<file path="config.mk">
export PLATFORM = sky130hd
export DESIGN_NAME = mux8_rr_arbiter_flat
export DESIGN_NICKNAME = d
export VERILOG_FILES = /design/src/rtl/mux8_rr_arbiter_if.sv /design/src/rtl/mux8_rr_arbiter.sv /design/src/flat_wrapper.sv
export SDC_FILE = /design/constraint.sdc
export NUM_CORES = 1
export LEC_CHECK = 0
export ABC_AREA = 1
export CORE_ASPECT_RATIO = 0.7
export CORE_MARGIN = 2
export CORE_UTILIZATION = 44
export CTS_CLUSTER_SIZE = 24
export DETAILED_ROUTE_END_ITERATION = 7
export PLACE_DENSITY = 0.65
export SLEW_MARGIN = 40
export SYNTH_ARGS = -nofsm -noshare
export SYNTH_HDL_FRONTEND = slang
export SYNTH_SLANG_ARGS = --single-unit
</file>
<file path="constraint.sdc">
create_clock -name clk -period 7 [get_ports clk]
set_input_delay 1.4 -clock clk [delete_from_list [all_inputs] [get_ports clk]]
set_output_delay 1.4 -clock clk [all_outputs]
set_load 0.01 [all_outputs]
</file>
<file path="src/rtl/mux8_rr_arbiter_if.sv">
// Request/grant bundle between eight requesters and the shared-mux arbiter.
// master: requester side; slave: arbiter side.
interface mux8_rr_arbiter_if;
  logic [7:0] req;
  logic [7:0] gnt;
  logic [2:0] sel;
  logic       busy;
  logic       timeout;

  modport master (
    output req,
    input  gnt,
    input  sel,
    input  busy,
    input  timeout
  );

  modport slave (
    input  req,
    output gnt,
    output sel,
    output busy,
    output timeout
  );
endinterface

</file>
<file path="src/rtl/mux8_rr_arbiter.sv">
// Round-robin arbiter for a shared 8:1 mux: one grant at a time, bounded hold time,
// and a mandatory idle cycle between grants.
module mux8_rr_arbiter #(
  parameter int unsigned MAX_HOLD = 16
) (
  input logic              clk,
  input logic              rst,
  mux8_rr_arbiter_if.slave bus
);

  typedef enum logic {StIdle, StGrant} state_e;

  state_e      state_q, state_d;
  logic [7:0]  gnt_q, gnt_d;
  logic [2:0]  sel_q, sel_d;
  logic        busy_q, busy_d;
  logic        timeout_q, timeout_d;
  logic [2:0]  last_q, last_d;
  logic [2:0]  owner_q, owner_d;
  logic [7:0]  hcnt_q, hcnt_d;

  logic        found;
  logic [2:0]  winner;
  logic [2:0]  cand;
  logic        hold_hit;

  // Circular scan starting just after the previous grantee; k == 8 wraps back to last_q.
  always_comb begin
    found  = 1'b0;
    winner = last_q;
    cand   = '0;
    for (int k = 1; k <= 8; k++) begin
      cand = last_q + 3'(k);
      if (!found && bus.req[cand]) begin
        found  = 1'b1;
        winner = cand;
      end
    end
  end

  assign hold_hit = (MAX_HOLD != 0) && (hcnt_q == 8'(MAX_HOLD));

  always_comb begin
    state_d   = state_q;
    gnt_d     = gnt_q;
    sel_d     = sel_q;
    busy_d    = busy_q;
    timeout_d = 1'b0;
    last_d    = last_q;
    owner_d   = owner_q;
    hcnt_d    = hcnt_q;
    unique case (state_q)
      StIdle: begin
        gnt_d  = '0;
        busy_d = 1'b0;
        if (found) begin
          state_d = StGrant;
          gnt_d   = 8'b1 << winner;
          // Mux select is bit-reversed: sel[0] carries the index MSB.
          sel_d   = {winner[0], winner[1], winner[2]};
          busy_d  = 1'b1;
          owner_d = winner;
          last_d  = winner;
          hcnt_d  = 8'd1;
        end
      end
      StGrant: begin
        if (!bus.req[owner_q] || hold_hit) begin
          state_d   = StIdle;
          gnt_d     = '0;
          busy_d    = 1'b0;
          timeout_d = bus.req[owner_q];
        end else if (hcnt_q != 8'hFF) begin
          hcnt_d = hcnt_q + 8'd1;
        end
      end
      default: state_d = StIdle;
    endcase
  end

  always_ff @(posedge clk) begin
    if (rst) begin
      state_q   <= StIdle;
      gnt_q     <= '0;
      sel_q     <= '0;
      busy_q    <= 1'b0;
      timeout_q <= 1'b0;
      last_q    <= 3'd7;
      owner_q   <= '0;
      hcnt_q    <= '0;
    end else begin
      state_q   <= state_d;
      gnt_q     <= gnt_d;
      sel_q     <= sel_d;
      busy_q    <= busy_d;
      timeout_q <= timeout_d;
      last_q    <= last_d;
      owner_q   <= owner_d;
      hcnt_q    <= hcnt_d;
    end
  end

  assign bus.gnt     = gnt_q;
  assign bus.sel     = sel_q;
  assign bus.busy    = busy_q;
  assign bus.timeout = timeout_q;

endmodule

</file>
<file path="src/flat_wrapper.sv">
// flat-port wrapper written by rule: the top's interface ports become plain ports
module mux8_rr_arbiter_flat 
#(
  parameter int unsigned MAX_HOLD = 16
)
  (clk, rst, bus_req, bus_gnt, bus_sel, bus_busy, bus_timeout);
  mux8_rr_arbiter_if bus_i ();
  input logic clk;
  input logic rst;
  input wire logic [$bits(bus_i.req)-1:0] bus_req;
  output wire logic [$bits(bus_i.gnt)-1:0] bus_gnt;
  output wire logic [$bits(bus_i.sel)-1:0] bus_sel;
  output wire logic [$bits(bus_i.busy)-1:0] bus_busy;
  output wire logic [$bits(bus_i.timeout)-1:0] bus_timeout;
  assign bus_i.req = bus_req;
  assign bus_gnt = bus_i.gnt;
  assign bus_sel = bus_i.sel;
  assign bus_busy = bus_i.busy;
  assign bus_timeout = bus_i.timeout;
  mux8_rr_arbiter #(.MAX_HOLD(MAX_HOLD)) u_core (.clk(clk), .rst(rst), .bus(bus_i));
endmodule
</file>
==> flow_summary_export.csv <==
group,metric,value,unit
job,maxCapViolCount,0,
final_layout,nets,342,
synth,ys_seq_elements,25,
place,placedCellCount,378,
place,post_dp_cell_area,2180,sq um
synth,synth_top_area_share,0.259,
grt,grt_pass1_vias,1647,
drt,viasPerCell,5.16,
hold_path,hold_class,"register to register",
critical_path,endpoint_kind,"register",
synth,syn_area,1930,sq um
drt,drt-initial-drc-count,121,
synth,synthArstFlopShare,0,
critical_path,r2r_start,"u_core.last_q[0]",
drt,first_pass_iters,5,
sta,final-setup-viol-count,0,
sta,maxSlewHeadroom,0.546,
floorplanning,coreArea,4280,sq um
sta,post-route-period-util,0.496,
final_layout,stdcell_count,382,
floorplanning,die_area,4950,sq um
final_layout,syn_to_final_growth,15.4,%
place,hpwl,3660,um
grt,antenna_found_initial,0,
sta,hold_viol,0,
floorplanning,die-width,83.2,um
drt,antenna_left,0,
critical_path,endpoint,"u_core.hcnt_q[6]",
critical_path,path_class,"primary input to register",
clocking,cts_buffer_depth,2,
sta,worst_pin_slew,679,ps
run_status,status,"complete, no violations",
critical_path,cp-start-kind,"primary input",
sta,skew,4.67,ps
synth,synth_area_leaders,"dfxtp_1 26%, nand2_1 20%, nand3_1 9.1%, a21oi_1 4.9%, inv_1 4.9%",
grt,grt-ovfl-total,0,
synth,synth.avg_cell_area,6.29,sq um
clocking,clk_latency,270,ps
floorplanning,rows,20,
sta,slew_viol_final,0,
critical_path,crit_arrival,3670,ps
clocking,cts_resized,0,
final_layout,stdcell_area,2230,sq um
synth,synth_edf_count,0,
critical_path,crit_fanout,10,
synth,netlist-cell-type-count,39,
floorplanning,start_util,0.451,
clocking,htree_levels,1,
power,power_density,517,nW/um^2
sta,fin_crit,3470,ps
clocking,cts_tree,"yes",
final_layout,num-fill-cells,435,
power,p_leak,0.000979,uW
sta,rsz0062_at_grt,"no",
power,total_power,1150,uW
clocking,root_buffer,"clkbuf_8",
critical_path,ff2ff_setup_slack,3700,ps
grt,globalRouteTotalUtil,0.198,
floorplanning,io_pins,23,
drt,vias,1972,
synth,synthFlopType,"dfxtp_1",
place,gp_congestion,0.885,
drt,drt_wl_total,4660,um
place,portBuffers,22,
grt,grt_max_degree,20,
critical_path,slowest_delay,520,ps
synth,yosysTopAreaCell,"dfxtp_1",
clocking,postCtsSetupRepairBufs,0,
clocking,cts.sink_count,25,
clocking,clkTransAtPathRegs,90,ps
critical_path,reg2reg_depth,16,
final_layout,antennaDiodeCount,0,
sta,hold_ws,467,ps
critical_path,crit_path_top_delay_cell,"nor3_2",
synth,postSynthCellCount,307,
critical_path,cp_cell_sequence,"clkdlybuf4s50_1 > o21ai_0 > o22ai_1 > inv_1 > nand2_1 > o21ai_0 > nor3_2 > inv_1 > nand2_4 > nand2_4 > inv_4 > nand3_1 > a21oi_1",
drt,remaining_drc_errors,0,
sta,fmax,288,MHz
clocking,holdBufCountCts,0,
floorplanning,die-height,59.4,um
power,ir_drop,229,uV
sta,fin_setup_tns,0,ps
synth,yosysWarningCount,0,
grt,grt_pass1_wl,7890,um
synth,synthesis.nets,321,
synth,synth_seq_area_share,0.259,
critical_path,r2r_end,"u_core.hcnt_q[0]",
drt,wl_per_cell,12.2,um
critical_path,worstSetupStartpoint,"bus_req[6]",
clocking,numCtsBuffers,3,
critical_path,cp.required,7200,ps
final_layout,drive_above_1_share,0.107,
cell type report:
class / instances / area [sq um] / share of cell area
clock buffers: 4 / 45.0 / 0.0202
inverters: 33 / 126 / 0.0567
multi-input cells: 243 / 1270 / 0.569
flip-flops and latches: 25 / 500 / 0.224
well taps: 55 / 68.8 / 0.0309
repair buffers: 22 / 220 / 0.0988
cells in the mapped netlist (3+ instances only):
cell type  count
nand2_1      101
nand3_1       35
dfxtp_1       25
inv_1         25
nor2_1        24
a21oi_1       19
nand2_2       10
o21ai_0        8
inv_2          6
nand4_1        6
xor2_1         5
ha_1           4
nand3_2        4
nand2_4        3
nor2_4         3
cell usage in the layout, fill, tap and decap left out, types with 8 or more instances in the layout:
cell | synthesis | routed
nand2_1 | 101 | 101
nand3_1 | 35 | 35
inv_1 | 25 | 25
dfxtp_1 | 25 | 25
nor2_1 | 24 | 24
clkdlybuf4s50_1 | 0 | 22
a21oi_1 | 19 | 19
nand2_2 | 10 | 10
o21ai_0 | 8 | 8
per-layer routing:
layer  vias up  GRT usage  part of all wire
met2        71      0.272              0.36
li1       1043          -                 -
met1       852      0.314              0.56
met5         -          0                 0
met3         6     0.0404             0.068
met4         0     0.0351            0.0067
worst min path at each step:
stage,slack [ps],cells past startpoint,start,to
after detailed placement,460,2,u_core.bus.gnt[3],u_core.bus.gnt[3]
after global routing,480,2,u_core.bus.gnt[4],u_core.bus.gnt[4]
after floorplan,460,2,u_core.hcnt_q[4],u_core.hcnt_q[4]
after CTS,470,2,u_core.bus.gnt[3],u_core.bus.gnt[3]
after global placement,450,2,u_core.bus.gnt[6],u_core.bus.gnt[6]
final,470,2,u_core.bus.gnt[3],u_core.bus.gnt[3]
cells by family (layout without fill, tap and decap cells):
logic type                 count (synthesis)  count (layout)  share of synthesized area
AOI/OAI and AO/OA                         39              39                      0.119
xor gates and xnor gates                   8               8                     0.0402
DFF                                       25              25                      0.259
buffers and inverters                     39              59                     0.0842
and+or+nand+nor                          191             191                      0.467
adders and majority gates                  4               4                     0.0259
muxes                                      1               1                    0.00518
state kept, by name (all words and copies together) (netlist names):
signal	cells
u_core.bus.busy	1
u_core.bus.gnt	8
u_core.bus.sel	1
u_core.bus.timeout	1
u_core.hcnt_q	8
u_core.last_q	3
u_core.owner_q	2
u_core.state_q	1
where the power goes:
part           internal (uW)  total, uW  switching, uW
sequential               175        220           45.3
combinational            283        847            564
clock                   40.7       85.2           44.5
total                    498       1150            654
per-stage QoR:
step	setup slack, ps	util
3_5_place_dp	3280	0.511
5_1_grt	3300	0.521
4_1_cts	3560	0.521
3_3_place_gp	3270	0.511
2_1_floorplan	4140	-
6_report	3530	0.521
worst max-delay path: cells and delay by family:
| family | cells | cell delay, ps |
|---|---|---|
| buf+inv | 4 | 870 |
| simple gates | 5 | 850 |
| compound gates | 4 | 540 |
No activity file was read; power rests on OpenSTA's default activity.
